$ cat src/rtl/intra8x8_pkg.sv
// Shared types and constants for the intra8x8 block sequencer.
// Holds the scheduler state encoding and block/macroblock geometry.
package intra8x8_pkg;

  typedef enum logic [2:0] {
    S_IDLE,
    S_FRAMING,
    S_WAIT_RDY,
    S_SEND,
    S_WAIT_FB
  } sched_state_t;

  localparam int WORDS_PER_BLK = 16;
  localparam int BLKS_PER_MB   = 4;
  localparam int MB_W          = 8;

endpackage

$ cat src/rtl/mb_pos_counter.sv
// Macroblock X/Y position counter for intra8x8_sched.
// Wraps X at end of row and flags the last macroblock of a frame.
module mb_pos_counter
  import intra8x8_pkg::*;
#(
  parameter int MBX_MAX = 120,
  parameter int MBY_MAX = 68
) (
  input  logic            i_clk,
  input  logic            i_rst,
  input  logic            i_clear,
  input  logic            i_advance,
  output logic [MB_W-1:0] o_mbx,
  output logic [MB_W-1:0] o_mby,
  output logic            o_row_wrap,
  output logic            o_last_mb
);

  logic [MB_W-1:0] r_mbx;
  logic [MB_W-1:0] r_mby;

  assign o_mbx      = r_mbx;
  assign o_mby      = r_mby;
  assign o_row_wrap = (r_mbx == MB_W'(MBX_MAX - 1));
  assign o_last_mb  = o_row_wrap &&
                      (r_mby == MB_W'(MBY_MAX - 1));

  // Step X, wrapping into the next row; last MB returns to origin.
  always_ff @(posedge i_clk) begin
    if (i_rst || i_clear) begin
      r_mbx <= '0;
      r_mby <= '0;
    end else if (i_advance) begin
      if (o_row_wrap) begin
        r_mbx <= '0;
        r_mby <= o_last_mb ? '0 : r_mby + 1'b1;
      end else begin
        r_mbx <= r_mbx + 1'b1;
      end
    end
  end

endmodule

$ cat src/rtl/intra8x8_sched.sv
// Block-level sequencer feeding the intra8x8 prediction datapath.
// Optional watchdog/ERR output: define INTRA8X8_SCHED_TIMEOUT_EN.
module intra8x8_sched
  import intra8x8_pkg::*;
#(
  parameter int MBX_MAX    = 120,
  parameter int MBY_MAX    = 68,
  parameter int FB_PER_BLK = 64
`ifdef INTRA8X8_SCHED_TIMEOUT_EN
  ,
  parameter int TIMEOUT    = 1024
`endif
) (
  input  logic        CLK2,
  input  logic        RESET,
  input  logic        SLICE_START,
  input  logic        SRC_VALID,
  input  logic [31:0] SRC_DATA,
  output logic        SRC_READY,
  input  logic        DP_READYI,
  input  logic        DP_FBSTROBE,
  output logic        DP_STROBEI,
  output logic [31:0] DP_DATAI,
  output logic        DP_NEWSLICE,
  output logic        DP_NEWLINE,
  output logic        BUSY,
  output logic        MB_DONE,
  output logic        FRAME_DONE,
  output logic [7:0]  MBX,
  output logic [7:0]  MBY
`ifdef INTRA8X8_SCHED_TIMEOUT_EN
  ,
  output logic        ERR
`endif
);

  localparam int FB_W = $clog2(FB_PER_BLK + 1);

  sched_state_t    r_state;
  sched_state_t    w_next;
  sched_state_t    w_state_d;
  logic [3:0]      r_word_cnt;
  logic [1:0]      r_blk_cnt;
  logic [FB_W-1:0] r_fb_cnt;
  logic [FB_W-1:0] w_fb_inc;
  logic [31:0]     r_data;
  logic            w_accept;
  logic            w_start;
  logic            w_go;
  logic            w_fb_en;
  logic            w_blk_done;
  logic            w_mb_done;
  logic            w_row_wrap;
  logic            w_last_mb;
  logic            w_to_hit;

  assign w_start  = (r_state == S_IDLE) && SLICE_START;
  assign w_go     = (r_state == S_WAIT_RDY) && DP_READYI;
  assign w_accept = (r_state == S_SEND) && SRC_VALID;
  assign w_fb_en  = ((r_state == S_SEND) ||
                     (r_state == S_WAIT_FB)) &&
                    DP_FBSTROBE &&
                    (r_fb_cnt != FB_W'(FB_PER_BLK));
  assign w_fb_inc = r_fb_cnt + FB_W'(w_fb_en);

  assign w_blk_done = (r_state == S_WAIT_FB) &&
                      (w_fb_inc == FB_W'(FB_PER_BLK));
  assign w_mb_done  = w_blk_done &&
                      (r_blk_cnt == 2'(BLKS_PER_MB - 1));

  assign MB_DONE    = w_mb_done;
  assign FRAME_DONE = w_mb_done && w_last_mb;
  assign DP_DATAI   = w_accept ? SRC_DATA : r_data;
  assign w_state_d  = w_to_hit ? S_IDLE : w_next;

  mb_pos_counter #(
    .MBX_MAX (MBX_MAX),
    .MBY_MAX (MBY_MAX)
  ) u_pos (
    .i_clk      (CLK2),
    .i_rst      (RESET),
    .i_clear    (w_start),
    .i_advance  (w_mb_done),
    .o_mbx      (MBX),
    .o_mby      (MBY),
    .o_row_wrap (w_row_wrap),
    .o_last_mb  (w_last_mb)
  );

  // State register.
  always_ff @(posedge CLK2) begin
    if (RESET) r_state <= S_IDLE;
    else       r_state <= w_state_d;
  end

  // Next-state decode and per-state framing/handshake outputs.
  always_comb begin
    w_next      = r_state;
    SRC_READY   = 1'b0;
    DP_STROBEI  = 1'b0;
    DP_NEWLINE  = 1'b0;
    DP_NEWSLICE = 1'b0;
    BUSY        = (r_state != S_IDLE);
    unique case (r_state)
      S_IDLE: begin
        if (SLICE_START) w_next = S_FRAMING;
      end
      S_FRAMING: begin
        DP_NEWLINE  = 1'b1;
        DP_NEWSLICE = (MBX == '0) && (MBY == '0);
        w_next      = S_WAIT_RDY;
      end
      S_WAIT_RDY: begin
        if (DP_READYI) w_next = S_SEND;
      end
      S_SEND: begin
        SRC_READY  = 1'b1;
        DP_STROBEI = SRC_VALID;
        if (w_accept &&
            r_word_cnt == 4'(WORDS_PER_BLK - 1))
          w_next = S_WAIT_FB;
      end
      S_WAIT_FB: begin
        if (w_blk_done) begin
          if (!w_mb_done)     w_next = S_WAIT_RDY;
          else if (w_last_mb) w_next = S_IDLE;
          else if (w_row_wrap) w_next = S_FRAMING;
          else                w_next = S_WAIT_RDY;
        end
      end
      default: w_next = S_IDLE;
    endcase
  end

  // Word, block and feedback counters plus last-word hold register.
  always_ff @(posedge CLK2) begin
    if (RESET) begin
      r_word_cnt <= '0;
      r_blk_cnt  <= '0;
      r_fb_cnt   <= '0;
      r_data     <= '0;
    end else begin
      if (w_go)          r_word_cnt <= '0;
      else if (w_accept) r_word_cnt <= r_word_cnt + 1'b1;
      if (w_start || w_go || w_blk_done) r_fb_cnt <= '0;
      else                               r_fb_cnt <= w_fb_inc;
      if (w_start)         r_blk_cnt <= '0;
      else if (w_blk_done) r_blk_cnt <= r_blk_cnt + 1'b1;
      if (w_accept) r_data <= SRC_DATA;
    end
  end

`ifdef INTRA8X8_SCHED_TIMEOUT_EN
  localparam int TO_W = $clog2(TIMEOUT + 1);

  logic [TO_W-1:0] r_to_cnt;
  logic            r_err;
  logic            w_to_run;

  assign w_to_run = ((r_state == S_WAIT_FB) ||
                     (r_state == S_WAIT_RDY)) &&
                    !DP_FBSTROBE && (w_next == r_state);
  assign w_to_hit = w_to_run &&
                    (r_to_cnt == TO_W'(TIMEOUT - 1));
  assign ERR      = r_err;

  // Watchdog on stalled ready/feedback waits; error is sticky.
  always_ff @(posedge CLK2) begin
    if (RESET) begin
      r_to_cnt <= '0;
      r_err    <= 1'b0;
    end else begin
      r_to_cnt <= w_to_run ? r_to_cnt + 1'b1 : '0;
      if (w_start)       r_err <= 1'b0;
      else if (w_to_hit) r_err <= 1'b1;
    end
  end
`else
  assign w_to_hit = 1'b0;
`endif

endmodule

$ cat config.mk
export PLATFORM = sky130hd
export DESIGN_NAME = intra8x8_sched
export DESIGN_NICKNAME = d
export VERILOG_FILES = /design/src/rtl/intra8x8_pkg.sv /design/src/rtl/mb_pos_counter.sv /design/src/rtl/intra8x8_sched.sv
export SDC_FILE = /design/constraint.sdc
export NUM_CORES = 1
export LEC_CHECK = 0
export ABC_AREA = 1
export CAP_MARGIN = 10
export CORE_ASPECT_RATIO = 1.4
export CORE_MARGIN = 2
export CORE_UTILIZATION = 50
export CTS_BUF_LIST = sky130_fd_sc_hd__clkbuf_16
export DETAILED_ROUTE_END_ITERATION = 10
export GPL_TIMING_DRIVEN = 0
export PLACE_DENSITY = 0.82
export SYNTH_ARGS = -nofsm -noshare
export SYNTH_HDL_FRONTEND = slang
export SYNTH_SLANG_ARGS = --single-unit
$ cat constraint.sdc
create_clock -name CLK2 -period 5.7 [get_ports CLK2]
set_input_delay 0.855 -clock CLK2 [delete_from_list [all_inputs] [get_ports CLK2]]
set_output_delay 0.855 -clock CLK2 [all_outputs]
set_load 0.02 [all_outputs]
==> flow_metrics.env <==
export IMPL_status="finished, final reports clean"
export IMPL_clkTransAtPathRegs_ps=50
export IMPL_drt_wl_total_um=8420
export IMPL_gr_total_overflow=0
export IMPL_ys_warn_count=0
export IMPL_clock_power_share=0.351
export IMPL_dp_cells=657
export IMPL_final_max_slew_violation_count=0
export IMPL_holdCritPathClass="reg2reg"
export IMPL_cts_root_buffer="clkbuf_16"
export IMPL_r2r_end="r_state[1]"
export IMPL_vias=3341
export IMPL_pwr_share_seq=0.337
export IMPL_area_delta_synth_final_pct=38.0
export IMPL_critical_path_max_fanout=10
export IMPL_firstDrtPassIters=4
export IMPL_required_ps=4850
export IMPL_final_nets=622
export IMPL_first_global_vias=3360
export IMPL_min_delay_path_depth=2
export IMPL_grt_first_pass_wirelength_um=14300
export IMPL_drc_errors=0
export IMPL_vdd_drop_max_uv=221
export IMPL_final_setup_viol_count=0
export IMPL_tightest_slew_ps=528
export IMPL_swShare=0.306
export IMPL_min_from="r_blk_cnt[1]"
export IMPL_die_area_um2=7570
export IMPL_p_comb_frac=0.313
export IMPL_die_x_um=74.1
export IMPL_clock_fmax_mhz=218
export IMPL_cpPeakStageDelay_ps=610
export IMPL_antenna_left=0
export IMPL_endpoint_kind="output port"
export IMPL_start_util=0.520
export IMPL_slowest_stage="clkdlybuf4s50_1"
export IMPL_setup_worst_path_start_class="input pin"
export IMPL_min_period_ps=4590
export IMPL_r2r_worst_path_cells=18
export IMPL_place_hpwl_um=6260
export IMPL_core_um2=6610
export IMPL_crit_arrival_ps=3740
export IMPL_clock_sinks=64
export IMPL_io_buffers=91
export IMPL_syn_inst=474
export IMPL_min_to="r_blk_cnt[1]"
export IMPL_post_route_period_util=0.806
export IMPL_worst_path_most_repeated_cell="nand2_1"
export IMPL_grt_max_degree=11
export IMPL_ys_types=33
export IMPL_io_pins=93
export IMPL_syn_nets=520
export IMPL_rsz0062_at_grt="no"
export IMPL_insertion_delay_ps=330
export IMPL_hold_buffers=0
export IMPL_avgSynthCellArea_um2=7.26
export IMPL_cts_setup_buffers=0
export IMPL_place_congestion=0.890
export IMPL_crit_buf_inv=3
export IMPL_antenna_found_initial=0
export IMPL_vias_per_cell=4.96
export IMPL_clockBufferDepth=2
export IMPL_htree_num_levels=3
export IMPL_power_density_nw_per_um2=310
export IMPL_max_slew_margin=0.645
export IMPL_drive_gt1_frac=0.124
export IMPL_hold_viol=0
export IMPL_cts_buffers_inserted=9
export IMPL_rrSetupSlack_ps=2830
export IMPL_cpLargestDelayFamily="buffers and inverters"
export IMPL_track_usage=0.241
export IMPL_ys_ff_latch=64
export IMPL_post_cts_resized=0
export IMPL_ys_seq_area_frac=0.372
export IMPL_rows=35
export IMPL_routedWlPerCell_um=12.5
export IMPL_p_sw_mw=0.450
export IMPL_drt_initial_drc_count=100
export IMPL_cts_tree="done"
export IMPL_rr_startpoint="r_state[0]"
export IMPL_diodes=0
export IMPL_crit_chain="clkdlybuf4s50_1 -> o21ai_0 -> a21oi_1 -> ha_1 -> ha_1 -> nand2_1 -> nand2_1 -> nand2_1 -> nor2_2 -> nand2_2 -> nor2_4 -> nand3_4 -> inv_4 -> nand2_1 -> nor2_1 -> clkdlybuf4s50_1"
export IMPL_p_int_mw=1.02
export IMPL_stdcell_count=673
export IMPL_synth_area_um2=3440
export IMPL_maxCapViolations=0
export IMPL_finalClockSkew_ps=4.79
export IMPL_cp_depth=16
export IMPL_fp_dieH_um=102
export IMPL_tns_ps=0
export IMPL_p_leak_nw=2.02
export IMPL_worstSetupPathType="in2out"
-- Yosys cell counts --
master     n  area share
a211oi_1  32       0.070
nand4_1    8       0.015
buf_2      3      0.0044
nand3_1   15       0.022
xor2_1     9       0.023
clkbuf_1  10       0.011
o22ai_1    1      0.0018
inv_2      2      0.0022
nor2_2     2      0.0036
a21oi_1   53       0.077
o21ai_0    4      0.0058
nor4_2     1      0.0036
a21oi_2    5       0.013
nand2_1   62       0.068
clkinv_1   1      0.0011
nand3b_1   7       0.015
o21bai_1   1      0.0022
inv_4      1      0.0018
buf_12     1      0.0058
buf_1      3      0.0033
xnor2_1    3      0.0076
ha_1       8       0.029
nor2_1    24       0.026
nand2_2    4      0.0073
nor4_1     4      0.0073
inv_1     97        0.11
nor3_1     6      0.0087
nor2_4     2      0.0065
nand3_2    3      0.0087
or2_2     35       0.064
nand3_4    1      0.0051
o21ai_1    2      0.0029
dfxtp_1   64        0.37
-- tightest hold or removal path: stages, from the launching register on --
cell	delay [ps]
dfxtp_1	310
nand2_1	70
a21oi_1	60
-- registers in the layout (all words and copies together) (netlist names) --
| name | flops |
|---|---|
| r_blk_cnt | 2 |
| u_pos.o_mbx | 8 |
| u_pos.o_mby | 8 |
| r_fb_cnt | 7 |
| r_word_cnt | 4 |
| r_data | 32 |
| r_state | 3 |
-- power groups by stage --
stage	Sequential [mW]	Clock [mW]	Combinational (mW)
6_report	0.495	0.515	0.459
5_1_grt	0.497	0.544	0.504
4_1_cts	0.494	0.524	0.463
3_5_place_dp	0.503	0	0.457
3_3_place_gp	0.502	0	0.453
2_1_floorplan	0.500	0	0.273
-- logic make-up after synthesis --
| family | after synthesis | share of synthesized area |
|---|---|---|
| compound gates | 98 | 0.172 |
| flops | 64 | 0.372 |
| fa+ha+maj | 8 | 0.0291 |
| xor+xnor | 12 | 0.0306 |
| simple gates | 174 | 0.260 |
| buf+inv | 118 | 0.135 |
-- worst max-delay path by stage --
| stage | from | end | slack (ps) |
|---|---|---|---|
| 6_report | DP_FBSTROBE | FRAME_DONE | 1110 |
| 5_1_grt | DP_FBSTROBE | FRAME_DONE | 800 |
| 3_5_place_dp | DP_FBSTROBE | FRAME_DONE | 1070 |
| 2_1_floorplan | DP_FBSTROBE | FRAME_DONE | 2280 |
| 4_1_cts | DP_FBSTROBE | FRAME_DONE | 1060 |
| 3_3_place_gp | DP_FBSTROBE | FRAME_DONE | 1110 |
-- cells in the final DEF (no fill, tap or decap), types with 2 or more instances in the layout --
master	count
a21oi_2	5
nor3_1	6
nor2_2	2
nor2_4	2
buf_1	3
o21ai_1	2
nand2_2	4
xnor2_1	3
a21oi_1	53
o21ai_0	4
buf_2	3
nand2_1	62
inv_1	99
dfxtp_1	64
clkbuf_16	9
nand3_2	3
nand3b_1	7
nand4_1	8
nor4_1	4
xor2_1	9
clkinv_1	3
clkdlybuf4s50_1	91
nor2_1	24
inv_2	2
clkbuf_1	10
ha_1	8
or2_2	35
a211oi_1	32
nand3_1	15
clkinv_2	2
-- layout make-up --
type	count	area [um2]
inverter	101	382
tap	92	115
clock buffer	9	225
multi-input combinational	292	1690
sequential	64	1280
buffer	17	83.8
fill	528	1870
clock inverter	7	55.1
timing repair buffer	91	911
-- layer usage --
| metal | wire length (um) | share of wire | vias up | global-route usage |
|---|---|---|---|---|
| met2 | 4510 | 0.54 | 88 | 0.444 |
| li1 | - | - | 1728 | - |
| met4 | 155 | 0.018 | 0 | 0.105 |
| met5 | 0 | 0 | - | 0 |
| met1 | 3250 | 0.39 | 1511 | 0.249 |
| met3 | 498 | 0.059 | 14 | 0.0651 |
-- per-stage QoR --
step	hold slack (ps)	total power, mW	setup WS [ps]	cell area (um2)	util
floorplan	445	0.773	2280	3440	-
global placement	453	0.955	1110	4470	0.675
detailed placement	474	0.960	1070	4470	0.675
CTS	482	1.48	1060	4750	0.718
global route	509	1.55	796	4750	0.718
finish	486	1.47	1110	4750	0.718
No activity file was read; power rests on OpenSTA's default activity.
